<file path="src/rtl/alu_arbiter.sv">
// alu_arbiter: shares one 32-bit ALU between two valid/ready requesters with a one-entry tagged response buffer.
// Build option ALU_ARB_FIXED_PRIO_EN: requester 0 always wins contention and no round-robin pointer is built.

module alu_arbiter_alu (
  input  logic [2:0]  command,
  input  logic [31:0] operand_a,
  input  logic [31:0] operand_b,
  output logic [31:0] result,
  output logic        carryout,
  output logic        zero,
  output logic        overflow
);
  localparam logic [2:0] COMMAND_ADD  = 3'd0;
  localparam logic [2:0] COMMAND_SUB  = 3'd1;
  localparam logic [2:0] COMMAND_XOR  = 3'd2;
  localparam logic [2:0] COMMAND_SLT  = 3'd3;
  localparam logic [2:0] COMMAND_AND  = 3'd4;
  localparam logic [2:0] COMMAND_NAND = 3'd5;
  localparam logic [2:0] COMMAND_NOR  = 3'd6;
  localparam logic [2:0] COMMAND_OR   = 3'd7;

  logic        is_sub;
  logic [31:0] b_eff;
  logic [32:0] sum;
  logic        sum_ovf;

  // SUB and SLT share the adder as A + ~B + 1
  assign is_sub  = (command == COMMAND_SUB) || (command == COMMAND_SLT);
  assign b_eff   = is_sub ? ~operand_b : operand_b;
  assign sum     = {1'b0, operand_a} + {1'b0, b_eff} + {32'd0, is_sub};
  assign sum_ovf = (operand_a[31] == b_eff[31]) && (sum[31] != operand_a[31]);

  always_comb begin
    result   = '0;
    carryout = 1'b0;
    overflow = 1'b0;
    case (command)
      COMMAND_ADD, COMMAND_SUB: begin
        result   = sum[31:0];
        carryout = sum[32];
        overflow = sum_ovf;
      end
      COMMAND_XOR:  result = operand_a ^ operand_b;
      COMMAND_SLT:  result = {31'd0, sum[31] ^ sum_ovf};
      COMMAND_AND:  result = operand_a & operand_b;
      COMMAND_NAND: result = ~(operand_a & operand_b);
      COMMAND_NOR:  result = ~(operand_a | operand_b);
      COMMAND_OR:   result = operand_a | operand_b;
      default:      result = '0;
    endcase
    zero = (result == '0);
  end
endmodule

module alu_arbiter #(
  parameter int WIDTH         = 32,
  parameter int SETTLE_CYCLES = 2
) (
  input  logic             clk,
  input  logic             reset,
  input  logic             valid0,
  output logic             ready0,
  input  logic [2:0]       command0,
  input  logic [WIDTH-1:0] operandA0,
  input  logic [WIDTH-1:0] operandB0,
  input  logic             valid1,
  output logic             ready1,
  input  logic [2:0]       command1,
  input  logic [WIDTH-1:0] operandA1,
  input  logic [WIDTH-1:0] operandB1,
  output logic             respValid,
  input  logic             respReady,
  output logic             respId,
  output logic [WIDTH-1:0] result,
  output logic             carryout,
  output logic             zero,
  output logic             overflow
);
  localparam logic [1:0] IDLE = 2'd0;
  localparam logic [1:0] EXEC = 2'd1;
  localparam logic [1:0] DONE = 2'd2;
  localparam logic [4:0] SETTLE_LOAD = 5'(SETTLE_CYCLES - 1);

  logic [1:0]       state_reg, state_next;
  logic [4:0]       count_reg;
  logic [2:0]       command_reg;
  logic [WIDTH-1:0] operand_a_reg, operand_b_reg;
  logic             id_reg;
  logic             resp_id_reg, carry_reg, zero_reg, overflow_reg;
  logic [WIDTH-1:0] result_reg;
  logic             grant_en, grant0, grant1, grant_any, settled;
  logic [WIDTH-1:0] alu_result;
  logic             alu_carry, alu_zero, alu_overflow;

  alu_arbiter_alu alu (
    .command   (command_reg),
    .operand_a (operand_a_reg),
    .operand_b (operand_b_reg),
    .result    (alu_result),
    .carryout  (alu_carry),
    .zero      (alu_zero),
    .overflow  (alu_overflow)
  );

  assign grant_en = !reset && ((state_reg == IDLE) || ((state_reg == DONE) && respReady));

`ifdef ALU_ARB_FIXED_PRIO_EN
  assign grant1 = grant_en && valid1 && !valid0;
`else
  logic last_grant_reg;
  // On contention the requester that did not win last time is served
  assign grant1 = grant_en && valid1 && (!valid0 || !last_grant_reg);

  always_ff @(posedge clk) begin
    if (reset)
      last_grant_reg <= 1'b1;
    else if (grant_any)
      last_grant_reg <= grant1;
  end
`endif

  assign grant0    = grant_en && valid0 && !grant1;
  assign grant_any = grant0 || grant1;
  assign ready0    = grant0;
  assign ready1    = grant1;

  // The counter runs one step past zero (borrow into bit 4), giving SETTLE_CYCLES+1 edges to capture
  assign settled = count_reg[4];

  always_comb begin
    state_next = state_reg;
    case (state_reg)
      IDLE:    if (grant_any) state_next = EXEC;
      EXEC:    if (settled) state_next = DONE;
      DONE: begin
        if (grant_any)      state_next = EXEC;
        else if (respReady) state_next = IDLE;
      end
      default: state_next = IDLE;
    endcase
  end

  always_ff @(posedge clk) begin
    if (reset) begin
      state_reg     <= IDLE;
      count_reg     <= 5'd1;
      command_reg   <= '0;
      operand_a_reg <= '0;
      operand_b_reg <= '0;
      id_reg        <= 1'b0;
      resp_id_reg   <= 1'b0;
      result_reg    <= '0;
      carry_reg     <= 1'b0;
      zero_reg      <= 1'b0;
      overflow_reg  <= 1'b0;
    end else begin
      state_reg <= state_next;
      if (grant_any) begin
        command_reg   <= grant1 ? command1  : command0;
        operand_a_reg <= grant1 ? operandA1 : operandA0;
        operand_b_reg <= grant1 ? operandB1 : operandB0;
        id_reg        <= grant1;
        count_reg     <= SETTLE_LOAD;
      end else if (state_reg == EXEC) begin
        if (settled) begin
          resp_id_reg  <= id_reg;
          result_reg   <= alu_result;
          carry_reg    <= alu_carry;
          zero_reg     <= alu_zero;
          overflow_reg <= alu_overflow;
        end else begin
          count_reg <= count_reg - 5'd1;
        end
      end
    end
  end

  assign respValid = (state_reg == DONE);
  assign respId    = resp_id_reg;
  assign result    = result_reg;
  assign carryout  = carry_reg;
  assign zero      = zero_reg;
  assign overflow  = overflow_reg;
endmodule

</file>
<file path="config.mk">
export PLATFORM = sky130hd
export DESIGN_NAME = alu_arbiter
export DESIGN_NICKNAME = d
export VERILOG_FILES = /design/src/rtl/alu_arbiter.sv
export SDC_FILE = /design/constraint.sdc
export NUM_CORES = 1
export LEC_CHECK = 0
export ABC_AREA = 1
export CORE_MARGIN = 2
export CORE_UTILIZATION = 35
export DETAILED_ROUTE_END_ITERATION = 7
export MAX_ROUTING_LAYER = met4
export PLACE_DENSITY = 0.61
export SYNTH_ARGS = -nofsm -noshare
export SYNTH_HDL_FRONTEND = slang
export SYNTH_SLANG_ARGS = --single-unit
</file>
<file path="constraint.sdc">
create_clock -name clk -period 4.08 [get_ports clk]
set_input_delay 0.612 -clock clk [delete_from_list [all_inputs] [get_ports clk]]
set_output_delay 0.612 -clock clk [all_outputs]
set_load 0.05 [all_outputs]
</file>
* Word level (Yosys, flattened, before mapping)
Index checks and enable logic that the tools add are counted.
** Storage, ports and cells
- Output and inout bits :: 39
- Bits in registers :: 112
- Word-level logic and storage cells :: 75
** Operators by class
- Bitwise gates (word level) :: 9
- Mux-type cells :: 13
- Equal/unequal tests :: 14
- Reductions and logical operators :: 23
- $add $sub $neg :: 3
** Operator list (count)
- $pmux W32 S7 :: 1
- $mux W32 :: 3
- $not A32 Y32 :: 3
- $add A32 B32 Y33 :: 1
- $add A33 B1 Y33 :: 1
- $and A32 B32 Y32 :: 1
- $logic_not A32 Y1 :: 1
- $or A32 B32 Y32 :: 1
- $xor A32 B32 Y32 :: 1
- $eq A3 B3 Y1 const B :: 4
- $mux W2 :: 4
- $logic_and A1 B1 Y1 :: 7
- $eq A3 B2 Y1 const B :: 2
- $pmux W2 S3 :: 1
- $reduce_and A3 Y1 :: 2
- $mux W5 :: 1
- $sub A5 B1 Y5 const B :: 1
- $logic_not A1 Y1 :: 4
- $logic_or A1 B1 Y1 :: 4
- $ne A2 B2 Y1 const B :: 2
- $reduce_or A2 Y1 :: 2
- $eq A3 B1 Y1 const B :: 1
- $logic_not A3 Y1 :: 1
- $mux W3 :: 1
- other kinds (10) :: 12

* Logic depth before layout (Yosys ltp)
- Word-level depth :: 11
- Gate-level depth with buffers :: 25
- Gate-level depth less buffers :: 23

* Hierarchy
A second synthesis with hierarchy kept.
** Second synthesis, totals
- Cells, all modules :: 1763
- Area, all modules :: 10546.4 um^2
** By module, submodules not included
- alu_arbiter :: cells an instance 795, instances 1, area an instance 5326.4 um^2, seq. area each 2242.2 um^2
- alu_arbiter_alu :: cells an instance 968, instances 1, area an instance 5220.0 um^2, seq. area each 0.0 um^2

* Least setup slack after synthesis
Ideal clock, no wire load.
- Path type :: register to register
- Start point :: reg command_reg[2]
- End point :: reg zero_reg, in the netlist zero
- Data required time :: 4014 ps
- Stages on the path, launching flop included :: 24
- Setup slack :: 1153 ps
- Library setup time :: 66 ps
- Arrival time :: 2861 ps
- Cell sequence :: dfxtp_1 buf_6 inv_2 nand2_4 clkbuf_1 xor2_1 fa_1 nand3_1 nand2_1 nand2_1 nand2_2 nand2_2 nand2_1 nand2_1 nand2_1 nand2_1 nand2_1 nand2_1 nand2_1 nor2_1 nand3_1 nor2_1 nand3_1 a21oi_2
** On the way
- Word-level cells in the longest chain between the ends :: 10
- Elaborated cells on any way between the ends :: 19
- Those cells by class :: 2 x add/sub; 9 x eq/ne; 2 x mux; 1 x bitwise; 5 x reduce/logical
** Ends and longest elaborated chain
- from (decl) :: line 86 : logic [2:0] command_reg;
- from (signal assigned) :: line 159 : command_reg <= grant1 ? command1 : command0;
- $eq A3 B1 Y1 or $eq A3 B2 Y1 (tied branches) :: line 28, 37
- $logic_or A1 B1 Y1 :: line 28 : assign is_sub = (command == COMMAND_SUB) || (command == COMMAND_SLT);
- $mux W32 :: line 29 : assign b_eff = is_sub ? ~operand_b : operand_b;
- $add A32 B32 Y33 :: line 30 : assign sum = {1'b0, operand_a} + {1'b0, b_eff} + {32'd0, is_sub};
- $add A33 B1 Y33 :: line 30
- $ne A1 B1 Y1 :: line 31 : assign sum_ovf = (operand_a[31] == b_eff[31]) && (sum[31] != operand_a[31]);
- $logic_and A1 B1 Y1 :: line 31
- $xor A1 B1 Y1 :: line 44 : COMMAND_SLT: result = {31'd0, sum[31] ^ sum_ovf};
- $pmux W32 S7 (*) :: line 37 : case (command)
- $logic_not A32 Y1 (*) :: line 51 : zero = (result == '0);
- to (signal assigned) :: line 169 : zero_reg <= alu_zero;
- to (decl) :: line 89 : logic resp_id_reg, carry_reg, zero_reg, overflow_reg;
Mark *: on every way between the ends. The rest lies on a longest branch, timed or not.
A chain may end at the register's enable or synchronous reset.

* Worst setup path in the final report
- Start point :: reg command_reg[0]
- End point :: reg zero_reg, in the netlist zero
The elaborated chain is that of the path after synthesis.

==> run metrics <==
status completed; P_leak 5.87 nW; CTS tree built; Net Sw Frac 0.413; Worst EP arrival 4.07 ns; prevailing post-synth register cell dfxtp_1; crit path max fanout 33; gr ovfl total 0; Starting Density 0.354; R2R depth 16; 1st-iter DRT viols 654; maximum clock rate roughly 270 MHz; DP Area around 12000 um2; Required @ worst endpoint approximately 4.4 ns; largest cells by area after synthesis dfxtp_1, nand2_1, ha_1; first-pass GRT wire length between 50 and 60 mm; Nets 1912; FF-to-FF setup slack roughly 0.3 ns; fill cell count about 3000; largest net degree at the start of global routing 100; Finished Cell Area 12100 um2; clk buf depth 2; clk_lat worst skew approximately 0.37 ns; Vias/cell roughly 4.9; max cap viols 0; min setup slack post-route around 0.31 ns; Synth-to-Final Area Change 23.8%; crit path cell chain nand2_4, xor2_1, ha_1, nand2_1, nor2_1, inv_1, nor3_1, nand3_1, nand3_1, a21oi_1, xnor2_1, nand2_1, nand2_1, nor2_1, nand3_1, a21oi_2; Die Footprint between 20000 and 30000 um2; GR Util All Layers 0.229; count leader, synth nand2_1; Final min period ~3.8 ns; Die X 171 um; ys async rst share 0; Worst setup SP type flop; antenna viol nets, final 0; CTS buffer count 9; row count slightly above 60; Clock transition at path regs 0.09 ns; routability cong. 0.928; share of cells above drive strength 1 0.0458; drt drc 0; Worst Max-Slew Pin Slew 1.10 ns; hold path endpoint last_grant_reg$_SDFFE_PP1P_; post-cts resize count 0; Post-CTS Setup Bufs 0; final core utilization 0.438; Slew HR 0.266; EDFF count, synth 0; ANT cells 0; Die Ht between 150 and 200 um; hold depth 2; yosys warns 0; number of port buffers approximately 180; setup total negative slack 0 ns; RSZ-0062 raised after global routing no; RR Startpoint command_reg[0]$_SDFFE_PP0P_; Final Hold Fails 0; FF-to-FF End zero$_SDFFE_PP0P_; Worst Path Class, Setup reg -> reg; Avg Synthesized Cell Area approximately 6.3 um2; cell internal pwr roughly 0.0022 W; mean routed wirelength per cell around 16 um; post-synthesis cell area between 9000 and 10000 um2; H-tree lvl count 3; Peak VDD IR 0.000215 V; vias in the first global route between 9000 and 10000; Synth Register Bits around 110; clk sinks between 100 and 150; CTS Root Cell clkbuf_16; Hold WC Path Type reg -> reg; dpl hpwl 25.5 mm; cts-stage hold buffer count 0; total core area approximately 28000 um2; pre-CTS setup slack 0.412 ns; initial antenna violation count 0; most area-hungry cell type in the Yosys netlist dfxtp_1; drt total wl 32.3 mm; period utilisation layout 0.925; CP peak stage delay between 0.6 and 0.7 ns; IO Count ~180; Post-synth top cells nand2_1, inv_1, nand3_1; syn_nets between 1500 and 2000; DR pass1 iterations 6; Hold Crit Start last_grant_reg$_SDFFE_PP1P_; PwrDens roughly 320 nW/um2; slowest CP cell dfxtp_1; final setup fails 0; Hold Slack 0.473 ns; net switching power 0.00158 W; Netlist cell types 48; Worst Setup End Kind flop; share of the synthesized area in the top cell type 0.229; vias slightly above 10000; sequential share of power 0.333; power share of the combinational group 0.421; Clk pwr share 0.246; Post-Synthesis Cells around 1500; clk_skew around 0.015 ns; Slew Viols, Final 0; sequential fraction of the synthesis area 0.229
power groups by stage:
| stage | Sequential [W] | Clock, W | Combinational, W |
|---|---|---|---|
| after CTS | 0.00127 | 0.000956 | 0.00160 |
| after global routing | 0.00128 | 0.000993 | 0.00182 |
| final | 0.00127 | 0.000940 | 0.00161 |
| after detailed placement | 0.00129 | 0 | 0.00159 |
| after global placement | 0.00129 | 0 | 0.00157 |
| after floorplan | 0.00125 | 0 | 0.00109 |
cell type report:
cell class | count | area, um2 | area share
clock buffers | 9 | 225 | 0.0186
clock inverters | 6 | 70.1 | 0.00579
inverters | 247 | 930 | 0.0768
multi-input cells | 1118 | 6280 | 0.519
flip-flops and latches | 112 | 2240 | 0.185
well taps | 378 | 473 | 0.0391
repair buffers | 188 | 1890 | 0.156
logic make-up (layout without fill, tap and decap cells):
| group | count (synthesis) | count (layout) | synth area share |
|---|---|---|---|
| adder cells (fa/ha/maj) | 97 | 97 | 0.125 |
| buffers and inverters | 319 | 450 | 0.131 |
| AO/OA/AOI/OAI | 266 | 266 | 0.170 |
| flip-flops | 112 | 112 | 0.229 |
| XOR/XNOR | 36 | 36 | 0.0322 |
| AND/OR/NAND/NOR | 719 | 719 | 0.313 |
metrics by stage:
step	std cells	total power, W
after floorplan	1549	0.00234
after CTS	2058	0.00382
after global routing	2058	0.00409
after global placement	2043	0.00287
after detailed placement	2043	0.00288
final	2058	0.00382
cell usage in the layout (no fill, tap or decap), types with 2 or more instances in the layout:
cell type and n:
nand2_2 12, clkdlybuf4s50_1 175, clkbuf_16 9, ha_1 96, o21a_1 2, a21oi_2 8, nor2_2 4, a31oi_1 5
inv_2 7, nand3_2 5, o21ai_1 3, nor3_1 12, o21ai_0 69, xnor2_1 3, nor2_1 98, dfxtp_1 112
nand2_4 2, a211oi_1 11, inv_1 238, nand3_1 133, nand2_1 417, o21bai_1 16, a21oi_1 72, nor2_4 3
buf_12 3, clkinvlp_4 2, buf_4 10, or2_2 3, nand4_1 23, o2111ai_1 2, o211ai_1 72, xor2_1 33
metal layers:
metal / track usage / vias up / routed length (um)
met5: - / - / 0
met4: 0.0501 / 0 / 459
met3: 0.0269 / 30 / 1790
met2: 0.315 / 288 / 12700
met1: 0.352 / 4580 / 17300
li1: - / 5271 / -
worst max path at each step:
stage | from | to | cells past startpoint | slack [ns]
3_5_place_dp | command_reg[0]$_SDFFE_PP0P_ | zero$_SDFFE_PP0P_ | 16 | 0.41
3_3_place_gp | command_reg[0]$_SDFFE_PP0P_ | zero$_SDFFE_PP0P_ | 16 | 0.35
5_1_grt | command_reg[0]$_SDFFE_PP0P_ | zero$_SDFFE_PP0P_ | 16 | 0.01
6_report | command_reg[0]$_SDFFE_PP0P_ | zero$_SDFFE_PP0P_ | 16 | 0.31
4_1_cts | command_reg[0]$_SDFFE_PP0P_ | zero$_SDFFE_PP0P_ | 16 | 0.35
2_1_floorplan | command_reg[2]$_SDFFE_PP0P_ | zero$_SDFFE_PP0P_ | 23 | 1.15
worst max-delay path, delay by kind of cell (launching register included):
kind / cells / cell delay (ns)
AO/OA/AOI/OAI: 2 / 0.23
XOR/XNOR: 2 / 0.41
flip-flops: 1 / 0.62
adder cells (fa/ha/maj): 1 / 0.46
buffers and inverters: 1 / 0.09
AND/OR/NAND/NOR: 10 / 1.87
Power figures use the tool's default switching activity.
